`src/rtl/mem_arb_pkg.sv`:
```
// Shared definitions for the two-master memory arbiter.
// Grant encoding: one bit, master 0 or master 1.
package mem_arb_pkg;

  typedef enum logic {
    GNT_M0 = 1'b0,
    GNT_M1 = 1'b1
  } gnt_e;

endpackage

```
`src/rtl/rd_tag_fifo.sv`:
```
// In-order tag FIFO recording which master issued each outstanding read.
// Wrap-around pointers plus an explicit occupancy count; DEPTH must be a power of 2.
module rd_tag_fifo #(
  parameter int unsigned DEPTH = 4
) (
  input  logic                     clock,
  input  logic                     reset,
  input  logic                     push,
  input  logic                     push_tag,
  input  logic                     pop,
  output logic                     head_tag,
  output logic [$clog2(DEPTH):0]   count,
  output logic                     empty
);

  localparam int unsigned PTR_W = $clog2(DEPTH);

  logic [DEPTH-1:0] tags_q, tags_d;
  logic [PTR_W-1:0] wr_ptr_q, wr_ptr_d;
  logic [PTR_W-1:0] rd_ptr_q, rd_ptr_d;
  logic [PTR_W:0]   count_q, count_d;

  always_comb begin
    tags_d   = tags_q;
    wr_ptr_d = wr_ptr_q;
    rd_ptr_d = rd_ptr_q;
    count_d  = count_q;
    if (push) begin
      tags_d[wr_ptr_q] = push_tag;
      wr_ptr_d         = wr_ptr_q + 1'b1;
    end
    if (pop) begin
      rd_ptr_d = rd_ptr_q + 1'b1;
    end
    case ({push, pop})
      2'b10:   count_d = count_q + 1'b1;
      2'b01:   count_d = count_q - 1'b1;
      default: count_d = count_q;
    endcase
  end

  always_ff @(posedge clock or posedge reset) begin
    if (reset) begin
      tags_q   <= '0;
      wr_ptr_q <= '0;
      rd_ptr_q <= '0;
      count_q  <= '0;
    end else begin
      tags_q   <= tags_d;
      wr_ptr_q <= wr_ptr_d;
      rd_ptr_q <= rd_ptr_d;
      count_q  <= count_d;
    end
  end

  assign head_tag = tags_q[rd_ptr_q];
  assign count    = count_q;
  assign empty    = (count_q == '0);

endmodule

```
`src/rtl/mem_arbiter.sv`:
```
// Two-master arbiter for the single external memory port: combinational command
// pass-through from the granted master, bounded bursts, in-order read return routing.
module mem_arbiter #(
  parameter int unsigned ADDR_WIDTH  = 20,
  parameter int unsigned DATA_WIDTH  = 16,
  parameter int unsigned BE_WIDTH    = DATA_WIDTH / 8,
  parameter int unsigned MAX_PENDING = 4,
  parameter int unsigned MAX_BURST   = 8
) (
  input  logic                           clock,
  input  logic                           reset,
  input  logic [ADDR_WIDTH-1:0]          m0_address,
  input  logic [BE_WIDTH-1:0]            m0_byteenable,
  input  logic                           m0_read,
  input  logic                           m0_write,
  input  logic [DATA_WIDTH-1:0]          m0_writedata,
  output logic                           m0_waitrequest,
  output logic [DATA_WIDTH-1:0]          m0_readdata,
  output logic                           m0_readdataready,
  input  logic [ADDR_WIDTH-1:0]          m1_address,
  input  logic [BE_WIDTH-1:0]            m1_byteenable,
  input  logic                           m1_read,
  input  logic                           m1_write,
  input  logic [DATA_WIDTH-1:0]          m1_writedata,
  output logic                           m1_waitrequest,
  output logic [DATA_WIDTH-1:0]          m1_readdata,
  output logic                           m1_readdataready,
  output logic [ADDR_WIDTH-1:0]          mem_address,
  output logic [BE_WIDTH-1:0]            mem_byteenable,
  output logic                           mem_read,
  output logic                           mem_write,
  output logic [DATA_WIDTH-1:0]          mem_writedata,
  input  logic                           mem_waitrequest,
  input  logic [DATA_WIDTH-1:0]          mem_readdata,
  input  logic                           mem_readdataready,
  output logic [$clog2(MAX_PENDING):0]   pending,
  output logic                           rd_orphan
);

  import mem_arb_pkg::*;

  localparam int unsigned PEND_W  = $clog2(MAX_PENDING) + 1;
  localparam int unsigned BURST_W = $clog2(MAX_BURST + 1);
  localparam logic [PEND_W-1:0]  PEND_FULL = PEND_W'(MAX_PENDING);
  localparam logic [BURST_W-1:0] BURST_MAX = BURST_W'(MAX_BURST);

  gnt_e               gnt_q, gnt_d, gnt_other;
  logic [BURST_W-1:0] burst_cnt_q, burst_cnt_d, burst_inc;
  logic               rd_orphan_q, rd_orphan_d;

  logic               g_read, g_write, g_rd_only, g_wait, other_req;
  logic               throttle, accept, push, pop, switch_gnt;
  logic               head_tag, fifo_empty;
  logic [PEND_W-1:0]  fifo_count;

  // Command path: granted master straight through to the memory port.
  always_comb begin
    g_read         = (gnt_q == GNT_M1) ? m1_read       : m0_read;
    g_write        = (gnt_q == GNT_M1) ? m1_write      : m0_write;
    mem_address    = (gnt_q == GNT_M1) ? m1_address    : m0_address;
    mem_byteenable = (gnt_q == GNT_M1) ? m1_byteenable : m0_byteenable;
    mem_writedata  = (gnt_q == GNT_M1) ? m1_writedata  : m0_writedata;
    other_req      = (gnt_q == GNT_M1) ? (m0_read | m0_write) : (m1_read | m1_write);
    gnt_other      = (gnt_q == GNT_M1) ? GNT_M0 : GNT_M1;

    g_rd_only = g_read & ~g_write;
    pop       = mem_readdataready & ~fifo_empty;
    // A return popping this cycle frees a slot, so a read may go out in the same cycle.
    throttle  = (fifo_count == PEND_FULL) & ~pop;

    mem_read  = ~reset & g_rd_only & ~throttle;
    mem_write = ~reset & g_write;
    g_wait    = reset | mem_waitrequest | (g_rd_only & throttle);

    m0_waitrequest = (gnt_q == GNT_M0) ? g_wait : 1'b1;
    m1_waitrequest = (gnt_q == GNT_M1) ? g_wait : 1'b1;

    accept = (mem_read | mem_write) & ~mem_waitrequest;
    push   = accept & mem_read;

    m0_readdata      = mem_readdata;
    m1_readdata      = mem_readdata;
    m0_readdataready = ~reset & pop & (head_tag == GNT_M0);
    m1_readdataready = ~reset & pop & (head_tag == GNT_M1);
  end

  // Grant/burst next state; the burst count saturates so a long solo run still hands over on the next accept.
  always_comb begin
    gnt_d       = gnt_q;
    burst_cnt_d = burst_cnt_q;
    burst_inc   = (burst_cnt_q == BURST_MAX) ? burst_cnt_q : burst_cnt_q + 1'b1;
    switch_gnt  = other_req & (~(g_read | g_write) | (accept & (burst_inc == BURST_MAX)));
    rd_orphan_d = rd_orphan_q | (mem_readdataready & fifo_empty);
    if (switch_gnt) begin
      gnt_d       = gnt_other;
      burst_cnt_d = '0;
    end else if (accept) begin
      burst_cnt_d = burst_inc;
    end
  end

  always_ff @(posedge clock or posedge reset) begin
    if (reset) begin
      gnt_q       <= GNT_M0;
      burst_cnt_q <= '0;
      rd_orphan_q <= 1'b0;
    end else begin
      gnt_q       <= gnt_d;
      burst_cnt_q <= burst_cnt_d;
      rd_orphan_q <= rd_orphan_d;
    end
  end

  rd_tag_fifo #(
    .DEPTH (MAX_PENDING)
  ) u_tag_fifo (
    .clock    (clock),
    .reset    (reset),
    .push     (push),
    .push_tag (gnt_q),
    .pop      (pop),
    .head_tag (head_tag),
    .count    (fifo_count),
    .empty    (fifo_empty)
  );

  assign pending   = fifo_count;
  assign rd_orphan = rd_orphan_q;

endmodule

```
`config.mk`:
```
export PLATFORM = sky130hd
export DESIGN_NAME = mem_arbiter
export DESIGN_NICKNAME = d
export VERILOG_FILES = /design/src/rtl/mem_arb_pkg.sv /design/src/rtl/rd_tag_fifo.sv /design/src/rtl/mem_arbiter.sv
export SDC_FILE = /design/constraint.sdc
export NUM_CORES = 1
export LEC_CHECK = 0
export CAP_MARGIN = 15
export CORE_MARGIN = 2
export CORE_UTILIZATION = 32
export CTS_CLUSTER_SIZE = 24
export DETAILED_ROUTE_END_ITERATION = 7
export PLACE_DENSITY = 0.92
export SLEW_MARGIN = 10
export SYNTH_ARGS = -nofsm -noshare
export SYNTH_HDL_FRONTEND = slang
export SYNTH_SLANG_ARGS = --single-unit
```
`constraint.sdc`:
```
create_clock -name clock -period 4.05 [get_ports clock]
set_input_delay 0.81 -clock clock [delete_from_list [all_inputs] [get_ports clock]]
set_output_delay 0.81 -clock clock [all_outputs]
set_load 0.05 [all_outputs]
```
==> results.json, run 1 <==
{
  "hpwl_um": 4458,
  "power_leakage_nw": 1.177,
  "p_clk_frac": 0.094,
  "cp_slowest_cell": "clkdlybuf4s50_1",
  "drtIter0Drc": 90,
  "clock_sinks": 17,
  "status": "completed",
  "r2r-start": "gnt_q$_DFFE_PP0P_",
  "ys_top_cells_by_area": "mux2_2, dfrtp_1, buf_4",
  "syn-instance-count": 183,
  "syn2layout_area_growth_pct": 68.22,
  "antenna_found_initial": 0,
  "power_density_nw_per_um2": 448.0,
  "setup_viol": 0,
  "tritoncts": "built",
  "cp_max_fo": 3,
  "holdPathEnd": "rd_orphan$_DFF_PP0_",
  "grt_pass1_wl_um": 8059,
  "fin_nets": 392,
  "yosysTopAreaCellShare": 0.2420,
  "fillers": 488,
  "hold_class": "reg -> reg",
  "overflow": 0,
  "core_area_um2": 5405,
  "ys_seq_elements": 17,
  "rsz0062_at_grt": "false",
  "post-cts-setup-buffer-count": 0,
  "finalInstanceArea_um2": 2974,
  "syn_area_um2": 1768,
  "synth_edf_count": 0,
  "path_common_cell": "clkdlybuf4s50_1",
  "synth_nets": 291,
  "hold_depth": 1,
  "drtAntennaViolNets": 0,
  "synth_ff_type": "dfrtp_1",
  "wl_per_cell_um": 14.97,
  "dieArea_um2": 6136,
  "fin_ws_ps": 354.4,
  "rows": 27,
  "p_seq_frac": 0.254,
  "combPwrFrac": 0.652,
  "synth_top_area_cell": "mux2_2",
  "ys_warn_count": 0,
  "dieWidth_um": 78.33,
  "finalCriticalPeriod_ps": 3696,
  "ys_top_cells_by_count": "mux2_2, buf_4, dfrtp_1, nand2_1, inv_1",
  "reg2reg_to": "u_tag_fifo.count[2]$_DFFE_PP0P_",
  "place_area_um2": 2929,
  "async_reset_ff_frac": 1.000,
  "root_buffer": "clkbuf_8",
  "p_switching_mw": 0.6361,
  "drt_wl_total_um": 5315,
  "die_h_um": 78.33,
  "clk_pin_slew_worst_paths_ps": 70,
  "htreeDepth": 1,
  "final_core_utilization": 0.5502,
  "fin_setup_tns_ps": 0,
  "post_cts_resized": 0,
  "grt_start_max_net_pins": 30,
  "rr_worst_depth": 10,
  "finalCritPeriodShare": 0.9125,
  "clk_latency_ps": 250,
  "drv_cap": 0,
  "max_freq_mhz": 270.6,
  "finalClockSkew_ps": 6.120,
  "drive_gt1_frac": 0.1837,
  "drc": 0,
  "dp_slack_ps": 340.2,
  "min_from": "rd_orphan$_DFF_PP0_",
  "critPathArrivalTime_ps": 2890,
  "synth.distinct_cells": 38,
  "grt_pass1_vias": 1809,
  "vias_per_cell": 4.763,
  "hold_viol_final": 0,
  "end_kind": "output port",
  "first_pass_iters": 4,
  "ys_seq_area_frac": 0.2406,
  "vias": 1691,
  "start_kind": "input pin",
  "cts_buffer_depth": 2,
  "tightest_slew_ps": 606.8,
  "p_int_mw": 0.6964,
  "slowest_delay_ps": 870,
  "path_cells": "clkdlybuf4s50_1, or3b_4, a211oi_1, clkdlybuf4s50_1",
  "swShare": 0.4773,
  "ctsHoldBuffers": 0,
  "slew_headroom": 0.5924,
  "avgSynthCellArea_um2": 9.661,
  "cts_made_buffers": 3,
  "ir_drop_mv": 0.2596,
  "yosysMostFrequentCell": "mux2_2",
  "required_ps": 3240,
  "slew_viol_final": 0,
  "start_util": 0.3271,
  "place_congestion": 0.8461,
  "criticalPathCategory": "in -> out",
  "ios": 180,
  "reg2reg_slack_ps": 1290,
  "io_buffers": 131,
  "antenna_cells": 0,
  "track_usage": 0.1630
}
## area by class of cell
cell class	instances	area [µm²]	share of cell area
Timing Repair Buffer	135	1341	0.4510
Clock buffer	4	45.04	0.01515
Sequential cell	17	426.7	0.1435
Multi-Input combinational cell	117	1033	0.3475
Tap cell	72	90.09	0.03029
Inverter	10	37.54	0.01262
## worst max-delay path: cells and delay by family
kind,cells,cell delay (ps)
compound gates,1,280
buf+inv,2,1370
simple gates,1,420
## metrics by stage
step	instances	hold slack, ps	power (mW)
after floorplan	183	452.8	0.9786
after global placement	351	465.7	1.181
after detailed placement	351	471.0	1.209
after CTS	355	483.7	1.341
after global routing	355	491.3	1.412
final	355	485.8	1.333
## worst max path at each step
stage / startpoint / to / slack (ps) / depth (start not counted)
2_1_floorplan: m0_write / mem_read / 810 / 2
3_3_place_gp: m0_read / mem_read / 480 / 4
3_5_place_dp: m0_read / mem_read / 340 / 4
4_1_cts: m0_read / mem_read / 340 / 4
5_1_grt: m0_read / mem_read / 320 / 4
6_report: m0_read / mem_read / 350 / 4
## state kept, by name, summed over array words and instances (netlist names)
register	cells
u_tag_fifo.rd_ptr_q	2
gnt_q	1
u_tag_fifo.wr_ptr_q	2
u_tag_fifo.count	3
u_tag_fifo.tags_q	4
burst_cnt_q	4
rd_orphan	1
## layer usage
metal | global-route usage | share of wire
met2 | 0.2974 | 0.52
met4 | 0.06491 | 0.019
met1 | 0.1819 | 0.39
met5 | 0 | 0
met3 | 0.03793 | 0.069
## cell families (layout without fill, tap and decap cells)
| logic type | after synthesis | count (layout) | synth area share |
|---|---|---|---|
| xor gates and xnor gates | 8 | 8 | 0.03963 |
| muxes | 46 | 46 | 0.2972 |
| AOI/OAI and AO/OA | 19 | 19 | 0.08210 |
| and+or+nand+nor | 36 | 36 | 0.1047 |
| buffers and inverters | 49 | 149 | 0.1748 |
| DFF | 17 | 17 | 0.2406 |
| adders and majority gates | 8 | 8 | 0.06086 |
## power by group through the flow
stage          sequential (mW)  combinational (mW)  clock, mW
6_report                 0.338               0.869      0.125
5_1_grt                  0.348               0.924      0.140
4_1_cts                  0.338               0.873      0.129
3_5_place_dp             0.341               0.869          0
3_3_place_gp             0.331               0.850          0
2_1_floorplan            0.373               0.606          0
## placed cells by master, fill, tap and decap left out, types with 3 or more instances in the layout
master	synthesis	layout
clkdlybuf4s50_1	0	131
mux2_2	38	38
dfrtp_1	17	16
nand2_1	12	12
inv_1	9	9
nor2_1	7	7
ha_1	7	7
xnor2_1	6	6
nor3_1	5	5
mux2_1	4	4
buf_4	33	4
mux2i_1	3	3
o21ai_0	3	3
a21oi_1	3	3
nand3_1	3	3
clkbuf_8	0	3
No activity file was read; power rests on OpenSTA's default activity.
==> run 2: changes to the inputs <==
Settings changed: GPL_TIMING_DRIVEN set to 1.
==> results of run 2 <==
Same layout as run 1: the final DEF is identical, and so are final timing and power.
